### src/rtl/encode83_capture.sv
// Captures rising edges on eight asynchronous request lines into a pending bitmap
// and delivers them as 3-bit codes through a valid/ready output register, highest index first.
module encode83_capture #(
  parameter int SYNC_STAGES = 2
) (
  input  logic       clk,
  input  logic       rst,
  input  logic [7:0] y_in,
  output logic [2:0] code_out,
  output logic       code_valid,
  input  logic       code_ready,
  output logic [7:0] pend_out,
  output logic [3:0] lost_cnt,
  output logic       idle
);

  logic [7:0]             r_sync [SYNC_STAGES];
  logic [SYNC_STAGES-1:0] r_vld;
  logic [7:0]             r_prev;
  logic [7:0]             r_pend;
  logic [2:0]             r_code;
  logic                   r_valid;
  logic [3:0]             r_lost;

  logic [7:0] w_ys;
  logic [7:0] w_rise;
  logic [7:0] w_clr;
  logic [7:0] w_drop;
  logic [2:0] w_sel;
  logic [3:0] w_drop_cnt;
  logic [4:0] w_lost_sum;
  logic       w_load;

  assign w_ys = r_sync[SYNC_STAGES-1];

  // Edge detection stays disarmed until the chain holds post-reset samples, so a line
  // high through reset release is taken as already high and never produces an event.
  assign w_rise = r_vld[SYNC_STAGES-1] ? (w_ys & ~r_prev) : '0;

  always_comb begin
    w_sel = '0;
    for (int unsigned i = 0; i < 8; i++) begin
      if (r_pend[i]) w_sel = i[2:0];
    end
  end

  assign w_load = (r_pend != '0) && (!r_valid || code_ready);
  assign w_clr  = w_load ? (8'd1 << w_sel) : '0;
  assign w_drop = w_rise & r_pend & ~w_clr;

  always_comb begin
    w_drop_cnt = '0;
    for (int unsigned i = 0; i < 8; i++) begin
      w_drop_cnt = w_drop_cnt + {3'b000, w_drop[i]};
    end
  end

  assign w_lost_sum = {1'b0, r_lost} + {1'b0, w_drop_cnt};

  always_ff @(posedge clk) begin
    if (rst) begin
      for (int unsigned i = 0; i < SYNC_STAGES; i++) begin
        r_sync[i] <= '0;
      end
      r_vld   <= '0;
      r_prev  <= '1;
      r_pend  <= '0;
      r_code  <= '0;
      r_valid <= 1'b0;
      r_lost  <= '0;
    end else begin
      r_sync[0] <= y_in;
      for (int unsigned i = 1; i < SYNC_STAGES; i++) begin
        r_sync[i] <= r_sync[i-1];
      end
      r_vld <= {r_vld[SYNC_STAGES-2:0], 1'b1};
      if (r_vld[SYNC_STAGES-1]) r_prev <= w_ys;
      // Set is applied after clear so a rise on the loading edge re-arms the line.
      r_pend <= (r_pend & ~w_clr) | w_rise;
      if (w_load) begin
        r_code  <= w_sel;
        r_valid <= 1'b1;
      end else if (code_ready) begin
        r_valid <= 1'b0;
      end
      r_lost <= (w_lost_sum > 5'd15) ? 4'hF : w_lost_sum[3:0];
    end
  end

  assign code_out   = r_code;
  assign code_valid = r_valid;
  assign pend_out   = r_pend;
  assign lost_cnt   = r_lost;
  assign idle       = (r_pend == '0) && !r_valid;

endmodule

### config.mk
export PLATFORM = sky130hd
export DESIGN_NAME = encode83_capture
export DESIGN_NICKNAME = d
export VERILOG_FILES = /design/src/rtl/encode83_capture.sv
export SDC_FILE = /design/constraint.sdc
export NUM_CORES = 1
export LEC_CHECK = 0
export ABC_AREA = 1
export CAP_MARGIN = 20
export CORE_UTILIZATION = 52
export CTS_CLUSTER_DIAMETER = 60
export DETAILED_ROUTE_END_ITERATION = 10
export PLACE_DENSITY = 0.78
export SLEW_MARGIN = 15
export SYNTH_ARGS = -nofsm -noshare
export SYNTH_HDL_FRONTEND = slang
export SYNTH_SLANG_ARGS = --single-unit
export TNS_END_PERCENT = 50
### constraint.sdc
create_clock -name clk -period 5.92 [get_ports clk]
set_clock_uncertainty 0.2 [all_clocks]
set_input_delay 1.776 -clock clk [delete_from_list [all_inputs] [get_ports clk]]
set_output_delay 1.776 -clock clk [all_outputs]
set_load 0.03 [all_outputs]
==> summary.md <==
| Metric | Value |
|---|---|
| GR Layer Usage met1 | 22.8% |
| Final setup vio count | 0 |
| Initial Utilization | approximately 57% |
| CTS tree | built |
| Crit-path slowest cell | fa_1 |
| Worst-Skew Late Latency | 0.34 ns |
| GRT Overall Usage | 18.2% |
| Layout cell share with drive strength beyond 1 | 13.5% |
| R2r startpoint | pend_out[5] |
| Critical Path Max Stage Delay | about 0.56 ns |
| Comb power frac | 6.8% |
| Crit share post-route | 93.0% |
| Area growth from synthesis to layout | 22.3% |
| CORE AREA | 3150 um^2 |
| HPWL after DPL | 2160 um |
| Hold Path End | r_sync[0][15] |
| Die height | 60.5 um |
| Flop pwr share | ~60% |
| Warnings, synthesis | 0 |
| Vias in the first global route | 1201 |
| Hold wc startpoint | r_sync[0][7] |
| CP Launch Type | input pin |
| WL per Instance | between 9 and 10 um |
| Synth Instances | 219 |
| Post-CTS sizing | 0 |
| Pins Over Slew Limit | 0 |
| Post-Syn Area per Cell | 8.14 um^2 |
| Die width | 60.5 um |
| Setup tns final | 0 ns |
| GPL Wtd Cong | ~0.87 |
| Placed cell count | 287 |
| Root Buffer | clkbuf_4 |
| GRT overflow | 0 |
| Initial DRC count | 49 |
| Leakage | 1.01 nW |
| Maximum vdd drop | 0.202 mV |
| Initial antenna violation count | 0 |
| FF-to-FF End | lost_cnt[3] |
| Top achievable clock speed | between 150 and 200 MHz |
| Std-Cell Rows | 20 |
| Clk sinks | 42 |
| Power Dens Cells | between 200 and 250 nW/um^2 |
| MaxCap Viol Count | 0 |
| Antenna cell count | 0 |
| Syn_nets | 241 |
| Slew @ Worst Pin | roughly 0.41 ns |
| GR Util met3 | 5.12% |
| Worst-path cell chain | clkdlybuf4s50_1 > inv_1 > nand2_1 > nand3_2 > o21ai_1 > nor2_1 > fa_1 > inv_1 > fa_1 > inv_1 > fa_1 > fa_1 > inv_1 > fa_1 > o211ai_1 > o21ai_0 > inv_1 |
| Reg clk slew, reported paths | 0.12 ns |
| First-pass GRT wire length | ~4800 um |
| Endpoint class of the critical path | flop |
| Yosys reg bits | 42 |
| IO Port Bufs | 27 |
| Clock Power Share | 34.7% |
| GR Layer Usage met2 | 30.0% |
| Worst-case reg-to-reg path depth | 18 |
| Area of the mapped netlist | around 1800 um^2 |
| Worst-path fanout max | 4 |
| DRT antenna net count | 0 |
| Switch Pwr | roughly 0.11 mW |
| Register area share after synthesis | between 40% and 50% |
| Tmin final | 5.50 ns |
| Vias | 1333 |
| Run status | finished, final reports clean |
| Routed Wire Length | 2790 um |
| Setup repair bufs after CTS | 0 |
| Hold Vio Cnt, Final | 0 |
| Internal cell power | 0.398 mW |
| I/O pin count | 28 |
| CTS H-tree depth | 2 |
| Die area | 3660 um^2 |
| # DRC | 0 |
| Worst EP arrival | 5.60 ns |
| Global route hottest layer | met2 |
| Critical Path RT | 6.02 ns |
| Switch share | 21.8% |
| # hold bufs at CTS | 0 |
| # fillers | 283 |
| CTS Buffer Depth | 2 |
| Final net count | 272 |
| Final Instance Count excl. Fillers | 295 |
| Count of cell types in the netlist | 25 |
| Worst slew margin | 72.4% |
| Num CTS Buffers | 5 |
| Worst hold path depth | 2 |
| Drt first pass iters | 5 |
| Type of the worst min-delay path | flop to flop |
| Largest net degree at the start of global routing | 31 |
| Critical path class | input pin to flop |
| Post-layout util | 69.1% |
| R2r setup slk | 1.74 ns |
| RSZ-0062 raised after global routing | no |
| Via density | 4.52 |
## registers in the layout (all words and copies together), names as in the netlist
register	flops
code_valid	1
pend_out	8
code_out	3
lost_cnt	4
r_vld	2
r_prev	8
r_sync	16
## critical path: cells and delay by family
family,cells,cell delay [ns]
buffers and inverters,6,0.73
AND/OR/NAND/NOR,3,0.27
adder cells (fa/ha/maj),5,2.20
AO/OA/AOI/OAI,3,0.62
## synth_stat cells, drive strengths merged
cell	number	area (um^2)
xor2	1	8.76
clkbuf	2	7.51
xnor2	1	8.76
o21ai	8	40.0
a21oi	13	68.8
dfxtp	42	841
or2	7	43.8
fa	5	100
nand3	15	90.1
buf	3	13.8
nand2	40	170
o211ai	1	7.51
nor2	33	149
ha	6	75.1
inv	42	158
## power by group through the flow
stage / Clock (mW) / Sequential [mW] / Combinational, mW
after floorplan: 0 / 0.305 / 0.0199
after global placement: 0 / 0.304 / 0.0343
after detailed placement: 0 / 0.304 / 0.0351
after CTS: 0.184 / 0.298 / 0.0352
after global routing: 0.196 / 0.299 / 0.0392
final: 0.177 / 0.298 / 0.0346
## cell type report
type	instances	area, um^2	share of cell area [%]
flip-flops and latches	42	841	38.6
multi-input cells	130	762	35.0
repair buffers	29	285	13.1
inverters	42	158	7.23
well taps	44	55.1	2.53
clock buffers	6	41.3	1.89
clock inverters	2	37.5	1.72
## cells by family after synthesis
family	Yosys count	share of synthesized area, %
AND/OR/NAND/NOR	95	25.4
buffers and inverters	47	10.0
flip-flops	42	47.2
AO/OA/AOI/OAI	22	6.53
adder cells (fa/ha/maj)	11	9.83
XOR/XNOR	2	0.983
## layout by cell type, fill, tap and decap left out, types with 6 or more instances in the layout
master,n
a21oi_1,12
inv_1,37
dfxtp_1,42
nand2_1,34
ha_1,6
nand3_1,12
or2_2,6
nor2_1,29
clkdlybuf4s50_1,27
## worst max-delay path by stage
| stage | to | slack (ns) | cells after the start | startpoint |
|---|---|---|---|---|
| global placement | lost_cnt[3] | 0.13 | 17 | code_ready |
| finish | lost_cnt[3] | 0.42 | 17 | code_ready |
| CTS | lost_cnt[3] | 0.40 | 17 | code_ready |
| detailed placement | lost_cnt[3] | 0.03 | 17 | code_ready |
| global route | lost_cnt[3] | 0.17 | 17 | code_ready |
| floorplan | lost_cnt[3] | 0.65 | 16 | code_ready |
## through the flow
step                      hold slack [ns]  total power, mW  area (um^2)  setup WS [ns]
final                               0.210            0.509         2180          0.416
after floorplan                     0.188            0.325         1780          0.653
after CTS                           0.212            0.517         2180          0.396
after global placement              0.189            0.338         2100          0.133
after global routing                0.222            0.534         2180          0.173
after detailed placement            0.195            0.340         2100         0.0333
## metal layers
layer	part of all wire, %	wire, um
met2	47	1320
met1	47	1310
met5	0	0
met4	1.3	36
met3	4.4	123
Power figures use the tool's default switching activity.
